===== src/rtl/uart_pkg.sv =====
// uart_pkg: shared types, limits and small helpers for the UART receive path.
package uart_pkg;

   localparam int unsigned DATA_BITS_MIN = 5;
   localparam int unsigned DATA_BITS_MAX = 8;

   typedef enum logic [1:0] {
      PAR_NONE = 2'b00,
      PAR_EVEN = 2'b01,
      PAR_ODD  = 2'b10
   } parity_e;

   typedef enum logic [2:0] {
      S_IDLE   = 3'd0,
      S_START  = 3'd1,
      S_DATA   = 3'd2,
      S_PARITY = 3'd3,
      S_STOP1  = 3'd4,
      S_STOP2  = 3'd5
   } rx_state_e;

   // Out-of-range word lengths fall back to the maximum.
   function automatic logic [3:0] nbits_decode(input logic [3:0] n);
      if ((n >= 4'(DATA_BITS_MIN)) && (n <= 4'(DATA_BITS_MAX))) begin
         return n;
      end
      return 4'(DATA_BITS_MAX);
   endfunction

   // The reserved code 11 behaves as no parity.
   function automatic parity_e parity_decode(input logic [1:0] p);
      case (p)
         2'b01:   return PAR_EVEN;
         2'b10:   return PAR_ODD;
         default: return PAR_NONE;
      endcase
   endfunction

   // Two-of-three majority.
   function automatic logic maj3(input logic a, input logic b, input logic c);
      return (a & b) | (a & c) | (b & c);
   endfunction

endpackage


===== src/rtl/uart_rx_sync.sv =====
// uart_rx_sync: two-flop synchroniser for an asynchronous serial line plus a
// falling-edge detector on the synchronised value. Flops reset to the idle level.
module uart_rx_sync (
   input  logic Clk_i,
   input  logic Rst_ni,
   input  logic rx_i,
   output logic rx_o,
   output logic fall_c_o
);

   logic meta_q;
   logic sync_q;
   logic prev_q;

   // Synchroniser chain and one-cycle history for edge detection.
   always_ff @(posedge Clk_i or negedge Rst_ni) begin
      if (!Rst_ni) begin
         meta_q <= 1'b1;
         sync_q <= 1'b1;
         prev_q <= 1'b1;
      end else begin
         meta_q <= rx_i;
         sync_q <= meta_q;
         prev_q <= sync_q;
      end
   end

   assign rx_o     = sync_q;
   assign fall_c_o = prev_q & ~sync_q;

endmodule


===== src/rtl/uart_rx_core.sv =====
// uart_rx_core: oversampling UART receiver. Tick is a clock enable at
// OVERSAMPLE x baud; each bit is decided by a 3-sample majority around mid-bit.
module uart_rx_core
   import uart_pkg::*;
#(
   parameter int unsigned OVERSAMPLE = 16
) (
   input  logic       Clk,
   input  logic       Rst_n,
   input  logic       RxEn,
   input  logic       Rx,
   input  logic       Tick,
   input  logic [3:0] NBits,
   input  logic [1:0] Parity,
   input  logic       TwoStop,
   output logic [7:0] RxData,
   output logic       RxValid,
   output logic       ParityErr,
   output logic       FrameErr,
   output logic       BreakDet,
   output logic       Busy
);

   localparam int unsigned CNT_W = $clog2(OVERSAMPLE);
   localparam int unsigned HALF  = OVERSAMPLE / 2;
   localparam logic [CNT_W-1:0] CNT_LO   = CNT_W'(HALF - 1);
   localparam logic [CNT_W-1:0] CNT_MID  = CNT_W'(HALF);
   localparam logic [CNT_W-1:0] CNT_HI   = CNT_W'(HALF + 1);
   localparam logic [CNT_W-1:0] CNT_ALGN = CNT_W'(HALF + 2);
   localparam logic [CNT_W-1:0] CNT_MAX  = CNT_W'(OVERSAMPLE - 1);

   logic             rx_s;
   logic             rx_fall_c;

   rx_state_e        state_q;
   logic [CNT_W-1:0] cnt_q;
   logic [1:0]       samp_q;
   logic [2:0]       bit_idx_q;
   logic [7:0]       shift_q;
   logic [3:0]       nbits_q;
   parity_e          par_mode_q;
   logic             two_stop_q;
   logic             par_acc_q;
   logic             any_one_q;
   logic             perr_pend_q;
   logic             ferr_pend_q;
   logic             brk_pend_q;

   logic [7:0]       rx_data_q;
   logic             rx_valid_q;
   logic             parity_err_q;
   logic             frame_err_q;
   logic             break_det_q;

   logic [CNT_W-1:0] cnt_inc_c;
   logic             vote_c;
   logic             vote_now_c;
   logic             last_bit_c;
   logic             done_c;
   logic             ferr_c;
   logic             brk_c;

   uart_rx_sync u_sync (
      .Clk_i    (Clk),
      .Rst_ni   (Rst_n),
      .rx_i     (Rx),
      .rx_o     (rx_s),
      .fall_c_o (rx_fall_c)
   );

   // Counter wrap, bit vote and end-of-frame status for the current tick.
   always_comb begin
      cnt_inc_c  = (cnt_q == CNT_MAX) ? '0 : cnt_q + CNT_W'(1);
      vote_c     = maj3(samp_q[0], samp_q[1], rx_s);
      vote_now_c = RxEn && Tick && (cnt_q == CNT_HI);
      last_bit_c = ({1'b0, bit_idx_q} == (nbits_q - 4'd1));
      done_c     = vote_now_c &&
                   (((state_q == S_STOP1) && !two_stop_q) || (state_q == S_STOP2));
      ferr_c     = (state_q == S_STOP2) ? (ferr_pend_q | ~vote_c) : ~vote_c;
      brk_c      = (state_q == S_STOP2) ? brk_pend_q : (~any_one_q & ~vote_c);
   end

   // Receiver FSM with tick counter, shift register and registered status.
   always_ff @(posedge Clk or negedge Rst_n) begin
      if (!Rst_n) begin
         state_q      <= S_IDLE;
         cnt_q        <= '0;
         samp_q       <= 2'b11;
         bit_idx_q    <= '0;
         shift_q      <= '0;
         nbits_q      <= 4'(DATA_BITS_MAX);
         par_mode_q   <= PAR_NONE;
         two_stop_q   <= 1'b0;
         par_acc_q    <= 1'b0;
         any_one_q    <= 1'b0;
         perr_pend_q  <= 1'b0;
         ferr_pend_q  <= 1'b0;
         brk_pend_q   <= 1'b0;
         rx_data_q    <= '0;
         rx_valid_q   <= 1'b0;
         parity_err_q <= 1'b0;
         frame_err_q  <= 1'b0;
         break_det_q  <= 1'b0;
      end else begin
         rx_valid_q <= 1'b0;
         if (state_q == S_IDLE) begin
            // A tick on the detect cycle already counts as sample 0.
            if (RxEn && rx_fall_c) begin
               state_q     <= S_START;
               cnt_q       <= Tick ? CNT_W'(1) : '0;
               nbits_q     <= nbits_decode(NBits);
               par_mode_q  <= parity_decode(Parity);
               two_stop_q  <= TwoStop;
               bit_idx_q   <= '0;
               shift_q     <= '0;
               par_acc_q   <= 1'b0;
               any_one_q   <= 1'b0;
               perr_pend_q <= 1'b0;
               ferr_pend_q <= 1'b0;
               brk_pend_q  <= 1'b0;
            end
         end else if (!RxEn) begin
            state_q <= S_IDLE;
         end else if (Tick) begin
            cnt_q <= cnt_inc_c;
            if (cnt_q == CNT_LO) begin
               samp_q[0] <= rx_s;
            end
            if (cnt_q == CNT_MID) begin
               samp_q[1] <= rx_s;
            end
            if (vote_now_c) begin
               case (state_q)
                  S_START: begin
                     if (vote_c) begin
                        state_q <= S_IDLE;
                     end else begin
                        // Bit boundaries now sit at count 0, votes mid-bit.
                        cnt_q   <= CNT_ALGN;
                        state_q <= S_DATA;
                     end
                  end
                  S_DATA: begin
                     shift_q[bit_idx_q] <= vote_c;
                     par_acc_q          <= par_acc_q ^ vote_c;
                     any_one_q          <= any_one_q | vote_c;
                     if (last_bit_c) begin
                        state_q <= (par_mode_q == PAR_NONE) ? S_STOP1 : S_PARITY;
                     end else begin
                        bit_idx_q <= bit_idx_q + 3'd1;
                     end
                  end
                  S_PARITY: begin
                     perr_pend_q <= ((par_acc_q ^ vote_c) != (par_mode_q == PAR_ODD));
                     any_one_q   <= any_one_q | vote_c;
                     state_q     <= S_STOP1;
                  end
                  S_STOP1: begin
                     if (two_stop_q) begin
                        ferr_pend_q <= ~vote_c;
                        brk_pend_q  <= ~any_one_q & ~vote_c;
                        state_q     <= S_STOP2;
                     end
                  end
                  default: begin
                  end
               endcase
               if (done_c) begin
                  state_q      <= S_IDLE;
                  rx_valid_q   <= 1'b1;
                  rx_data_q    <= brk_c ? '0 : shift_q;
                  parity_err_q <= perr_pend_q;
                  frame_err_q  <= ferr_c | brk_c;
                  break_det_q  <= brk_c;
               end
            end
         end
      end
   end

   assign RxData    = rx_data_q;
   assign RxValid   = rx_valid_q;
   assign ParityErr = parity_err_q;
   assign FrameErr  = frame_err_q;
   assign BreakDet  = break_det_q;
   assign Busy      = (state_q != S_IDLE);

endmodule


===== config.mk =====
export PLATFORM = sky130hd
export DESIGN_NAME = uart_rx_core
export DESIGN_NICKNAME = d
export VERILOG_FILES = /design/src/rtl/uart_pkg.sv /design/src/rtl/uart_rx_sync.sv /design/src/rtl/uart_rx_core.sv
export SDC_FILE = /design/constraint.sdc
export NUM_CORES = 1
export LEC_CHECK = 0
export CAP_MARGIN = 10
export CORE_ASPECT_RATIO = 0.9
export CORE_MARGIN = 3
export CORE_UTILIZATION = 30
export DETAILED_ROUTE_END_ITERATION = 6
export SYNTH_ARGS = -nofsm -noshare
export SYNTH_HDL_FRONTEND = slang
export SYNTH_HIERARCHICAL = 1
export SYNTH_SLANG_ARGS = --single-unit

===== constraint.sdc =====
create_clock -name Clk -period 3.3 [get_ports Clk]
set_input_delay 0.66 -clock Clk [delete_from_list [all_inputs] [get_ports Clk]]
set_output_delay 0.66 -clock Clk [all_outputs]
set_load 0.05 [all_outputs]

* Word-level counts from Yosys, hierarchy flattened *
Cells that the tools add are included.

operators by class
  muxes and demuxes = 78
  order comparisons = 4
  multiply operators = 0
  divide/modulo/power cells = 0
  $add $sub $neg = 3
  shift operators = 0
  bitwise gates (word level) = 15
  reduce and logical (&&, ||, !) cells = 32
  equality and inequality tests = 21

operator list
  operator                                             count
  2-to-1 mux 8 bit                                     7
  2-to-1 mux 3 bit                                     16
  2-to-1 mux 1 bit                                     40
  2-to-1 mux 4 bit                                     10
  AND reduction 5 bit                                  4
  AND reduction 6 bit                                  3
  nonzero test 2 bit                                   8
  equality test 4 bit, second input constant           3
  one-hot mux 3 bit (4 select lines)                   1
  bitwise mux 8 bit                                    1
  AND reduction 4 bit                                  2
  logical AND 1 bit                                    7
  != test 7 x 1 -> 1 bit, second input constant        1
  equality test 3 x 2 -> 1 bit, second input constant  2
  equality test 3 bit, second input constant           2
  != test 3 x 1 -> 1 bit, second input constant        2
  AND 1 bit                                            5
  != test 5 x 4 -> 1 bit, second input constant        1
  != test 5 bit, second input constant                 1
  bitwise OR 1 bit                                     5
  adder 4 x 1 -> 4 bit, second input constant          1
  equality test 2 bit, second input constant           2
  equality test 3 x 4 -> 1 bit                         1
  equality test 4 x 3 -> 1 bit, second input constant  1
  23 further kinds                                     27

storage, ports and cells
  memory bits (writable) = 0
  register bits = 47
  bits in read-only memories = 0
  bits in latches = 0
  memories = 0
  output and inout port bits = 13

* Longest topological paths before layout *
  depth after elaboration = 11
  gate-level depth with buffers = 10
  mapped depth without buffers = 8

* Cells and area by module *
The synthesis kept the hierarchy.

modules (own cells, without submodules)
  module        sequential area each (µm²)  area each (µm²)  times used  cells an instance
  uart_rx_core  1,104.8                     2,366.0          1           241
  uart_rx_sync  78.8                        92.6             1           4

* Worst setup path after synthesis *
No wires, ideal clock.

  path kind = input to register
  from = input RxEn
  to = register shift_q[0]
  stages = 6
  arrival time = 1,932 ps
  path buffers = 1
  library setup time = 140 ps
  path slack = 1,228 ps
  data required time = 3,160 ps
  cell sequence = buf_2 -> inv_1 -> nor3_1 -> nand3b_1 -> o311ai_0 -> o41ai_1

on the way
  longest elaborated chain between the ends = 4

ends and longest elaborated chain
  item                                      line                 text
  start, declared                           uart_rx_core.sv:10   input logic RxEn,
  logical AND 1 bit (2 in a row)            uart_rx_core.sv:75   vote_now_c = RxEn && Tick && (cnt_q == CNT_HI);
  nonzero test 2 bit (no source line)       --
  AND reduction 5 bit (no source line) (*)  --
  end signal, assigned by index             uart_rx_core.sv:144  shift_q[bit_idx_q] <= vote_c;
  end, declared                             uart_rx_core.sv:39   logic [7:0] shift_q;

Every way passes the cells marked *; elsewhere a longest branch is shown, timed or not.
A chain may end at the register's enable or synchronous reset.

* Worst setup path after layout *
  from = register state_q[1]
  to = output Busy

on the way
  longest elaborated chain between the ends = 1

ends and longest elaborated chain
  item                    line                 text
  start, declared         uart_rx_core.sv:35   rx_state_e state_q;
  start signal, assigned  uart_rx_core.sv:148  state_q <= (par_mode_q == PAR_NONE) ? S_STOP1 : S_PARITY;
  nonzero test 3 bit      uart_rx_core.sv:186  assign Busy = (state_q != S_IDLE);
  end, declared           uart_rx_core.sv:21   output logic Busy

Every way passes these cells.

==> results.cfg <==
[outcome]
status = complete, no violations

[placement]
dp.cells = 355
place.gp.congestion = 0.820
dpl.hpwl_mm = 3.73
port_buffers = 24

[floorplan]
io_pins = 25
initial_core_util_pct = 31.8
die_y_um = 91.9
dieArea_um2 = 9320
rows = 30
core_area_um2 = 7730
dieWidth_um = 101

[timing]
fin_crit_ns = 2.73
fin_setup_tns_ns = 0
fin_crit_sh_pct = 82.9
setup_viol = 0
rsz0062_at_grt = no
fin_skew_ns = 0.0104
slew_headroom_pct = 30.0
hold_violations = 0
slew_violations = 0
fmax_mhz = 366
worstMarginPinSlew_ns = 1.05

[detailed_routing]
drtAntennaViolNets = 0
vias = 1927
drtIter0Drc = 118
wl_met3_um = 275
viasPerCell = 5.32
remaining_drc_errors = 0
met1_length_mm = 2.53
wl_per_cell_um = 14.2
highest_layer = met4
dr.pass1.iters = 4
met2_length_mm = 2.28
finalWirelength_mm = 5.14

[pwr]
p_leak_nw = 1.19
ir_drop_mv = 0.312
power_density_nw_per_um2 = 551
p_total_mw = 1.59

[synthesis]
syn_avg_cell_area_um2 = 10.0
synth_edf_count = 0
synthCells = 245
synthFlopType = dfrtp_1
syn_nets = 262
synth_area_um2 = 2460
yosysUniqueCellTypes = 57
ys_seq_area_share_pct = 48.1
synthArstFlopShare_pct = 100
yosys_warnings = 6
synth-seq-cells = 47

[worst_hold_path]
worstHoldEndpoint = u_sync/rx_o
min_from = u_sync/meta_q
hold_depth = 0
hold_class = reg -> reg

[cts]
holdBufCountCts = 0
cts_resized = 0
cts_made_buffers = 5
clk_pin_slew_ns = 0.08
clock_latency_ns = 0.30
root_buffer = clkbuf_8
cts_tree = yes
clock_path_buffers = 2
cts_setup_buffers = 0
cts_sinks = 47
h-tree-depth = 2

[worst_setup_path]
slowest_stage = clkdlybuf4s50_1
max_stage_delay_ns = 0.72
critPathKind = reg -> out
crit_required_ns = 2.64
rrSetupSlack_ns = 0.96
timing.rr.start = cnt_q[1]
ff2ff_path_depth = 7
r2r_end = RxData[6]
end_kind = primary output
crit_chain = nor3_1 -> inv_1 -> clkdlybuf4s50_1
worst-endpoint-arrival_ns = 2.07
cp_max_fo = 17
cp-start-kind = register

[layout]
utilization_pct = 37.3
syn_to_final_growth_pct = 17.3
nets = 283
final_cells = 362
drive_above_1_share_pct = 10.2
diodes = 0

[flow_run]
cap_viol_max_count = 0

[grt]
grt_pass1_vias = 1912
grt_pass1_wl_mm = 8.88
antenna_found_initial = 0
grt_max_degree = 48
gr-total-overflow = 0
grt_usage_pct = 11.7
[critical path, delay by kind of cell (launching register included)]
kind / cells / cell delay (ns)
buffers and inverters: 2 / 0.84
DFF: 1 / 0.58
and+or+nand+nor: 1 / 0.37
[worst max-delay path by stage]
stage | depth (start not counted) | from | endpoint
after global placement | 6 | Tick | RxData[7]
after detailed placement | 6 | RxEn | shift_q[0]
after floorplan | 6 | RxEn | shift_q[0]
final | 3 | state_q[1] | Busy
after CTS | 3 | state_q[1] | Busy
after global routing | 6 | RxEn | shift_q[0]
[state kept, by name, summed over array words and instances, names as in the netlist, 2 cells and up]
name	cells
par_mode_q	2
RxData	8
nbits_q	4
state_q	3
bit_idx_q	3
samp_q	2
shift_q	8
cnt_q	4
[cell usage in the layout (no fill, tap or decap), types with 2 or more instances in the layout]
| cell | Yosys | final |
|---|---|---|
| and3_1 | 3 | 3 |
| mux2_2 | 2 | 2 |
| mux2i_1 | 4 | 4 |
| nand3b_1 | 3 | 3 |
| o22ai_1 | 2 | 2 |
| o211ai_1 | 5 | 5 |
| nand4b_1 | 3 | 3 |
| o311ai_0 | 3 | 3 |
| a211oi_1 | 2 | 2 |
| nand2_1 | 22 | 22 |
| xnor2_1 | 4 | 4 |
| a22o_1 | 9 | 9 |
| a311o_1 | 2 | 2 |
| clkbuf_8 | 0 | 5 |
| nor4_1 | 2 | 2 |
| buf_4 | 1 | 4 |
| nor3_1 | 6 | 6 |
| o21ai_0 | 18 | 18 |
| dfstp_2 | 6 | 6 |
| nor2b_1 | 4 | 4 |
| nand3_1 | 7 | 7 |
| nand2b_1 | 5 | 5 |
| inv_1 | 12 | 12 |
| o21a_1 | 2 | 2 |
| o2bb2ai_1 | 2 | 2 |
| ha_1 | 5 | 5 |
| a21oi_1 | 10 | 10 |
| o31ai_1 | 6 | 6 |
| a21o_1 | 3 | 3 |
| o41ai_1 | 5 | 5 |
| clkdlybuf4s50_1 | 0 | 23 |
| dfrtp_1 | 41 | 41 |
| nor2_1 | 11 | 11 |
[through the flow]
step	hold WS (ns)	setup WS (ns)	cell area, um2
floorplan	0.345	1.23	2460
global placement	0.346	0.459	2780
detailed placement	0.347	0.406	2780
CTS	0.359	0.554	2880
global route	0.363	0.364	2880
finish	0.359	0.566	2880
[layout make-up]
class / instances / area (um2)
multi-input cells: 172 / 1160
flip-flops and latches: 47 / 1180
clock buffers: 5 / 68.8
repair buffers: 28 / 265
fillers: 791 / 4850
clock inverters: 2 / 37.5
inverters: 12 / 45.0
well taps: 96 / 120
[power by group]
| part | total, mW | internal [mW] | switching (mW) |
|---|---|---|---|
| clock network | 0.411 | 0.221 | 0.189 |
| logic | 0.429 | 0.188 | 0.241 |
| registers | 0.750 | 0.657 | 0.0924 |
| total | 1.59 | 1.07 | 0.523 |
[synthesized netlist by cell type (5+ instances only)]
library cell	number	area [um2]
o31ai_1	6	45.0
nor2_1	11	41.3
ha_1	5	62.6
dfrtp_1	41	1030
dfstp_2	6	158
o211ai_1	5	37.5
nand2b_1	5	31.3
a22o_1	9	78.8
nor3_1	6	30.0
o41ai_1	5	43.8
a21oi_1	10	50.1
inv_1	12	45.0
clkbuf_1	9	33.8
nand3_1	7	35.0
o21ai_0	18	90.1
nand2_1	22	82.6
[kinds of logic after synthesis]
kind of cell | after synthesis | share of synthesized area [%]
AOI/OAI and AO/OA | 78 | 23.0
and+or+nand+nor | 77 | 17.1
DFF | 47 | 48.1
buffers and inverters | 26 | 4.53
muxes | 6 | 2.54
adders and majority gates | 6 | 2.95
xor gates and xnor gates | 5 | 1.78
[layer usage]
metal	up-vias	global-route usage, %
li1	944	-
met3	4	3.19
met4	0	3.77
met1	936	16.2
met2	43	17.8
met5	-	0
Note: power is estimated with default switching activity, not from simulation.
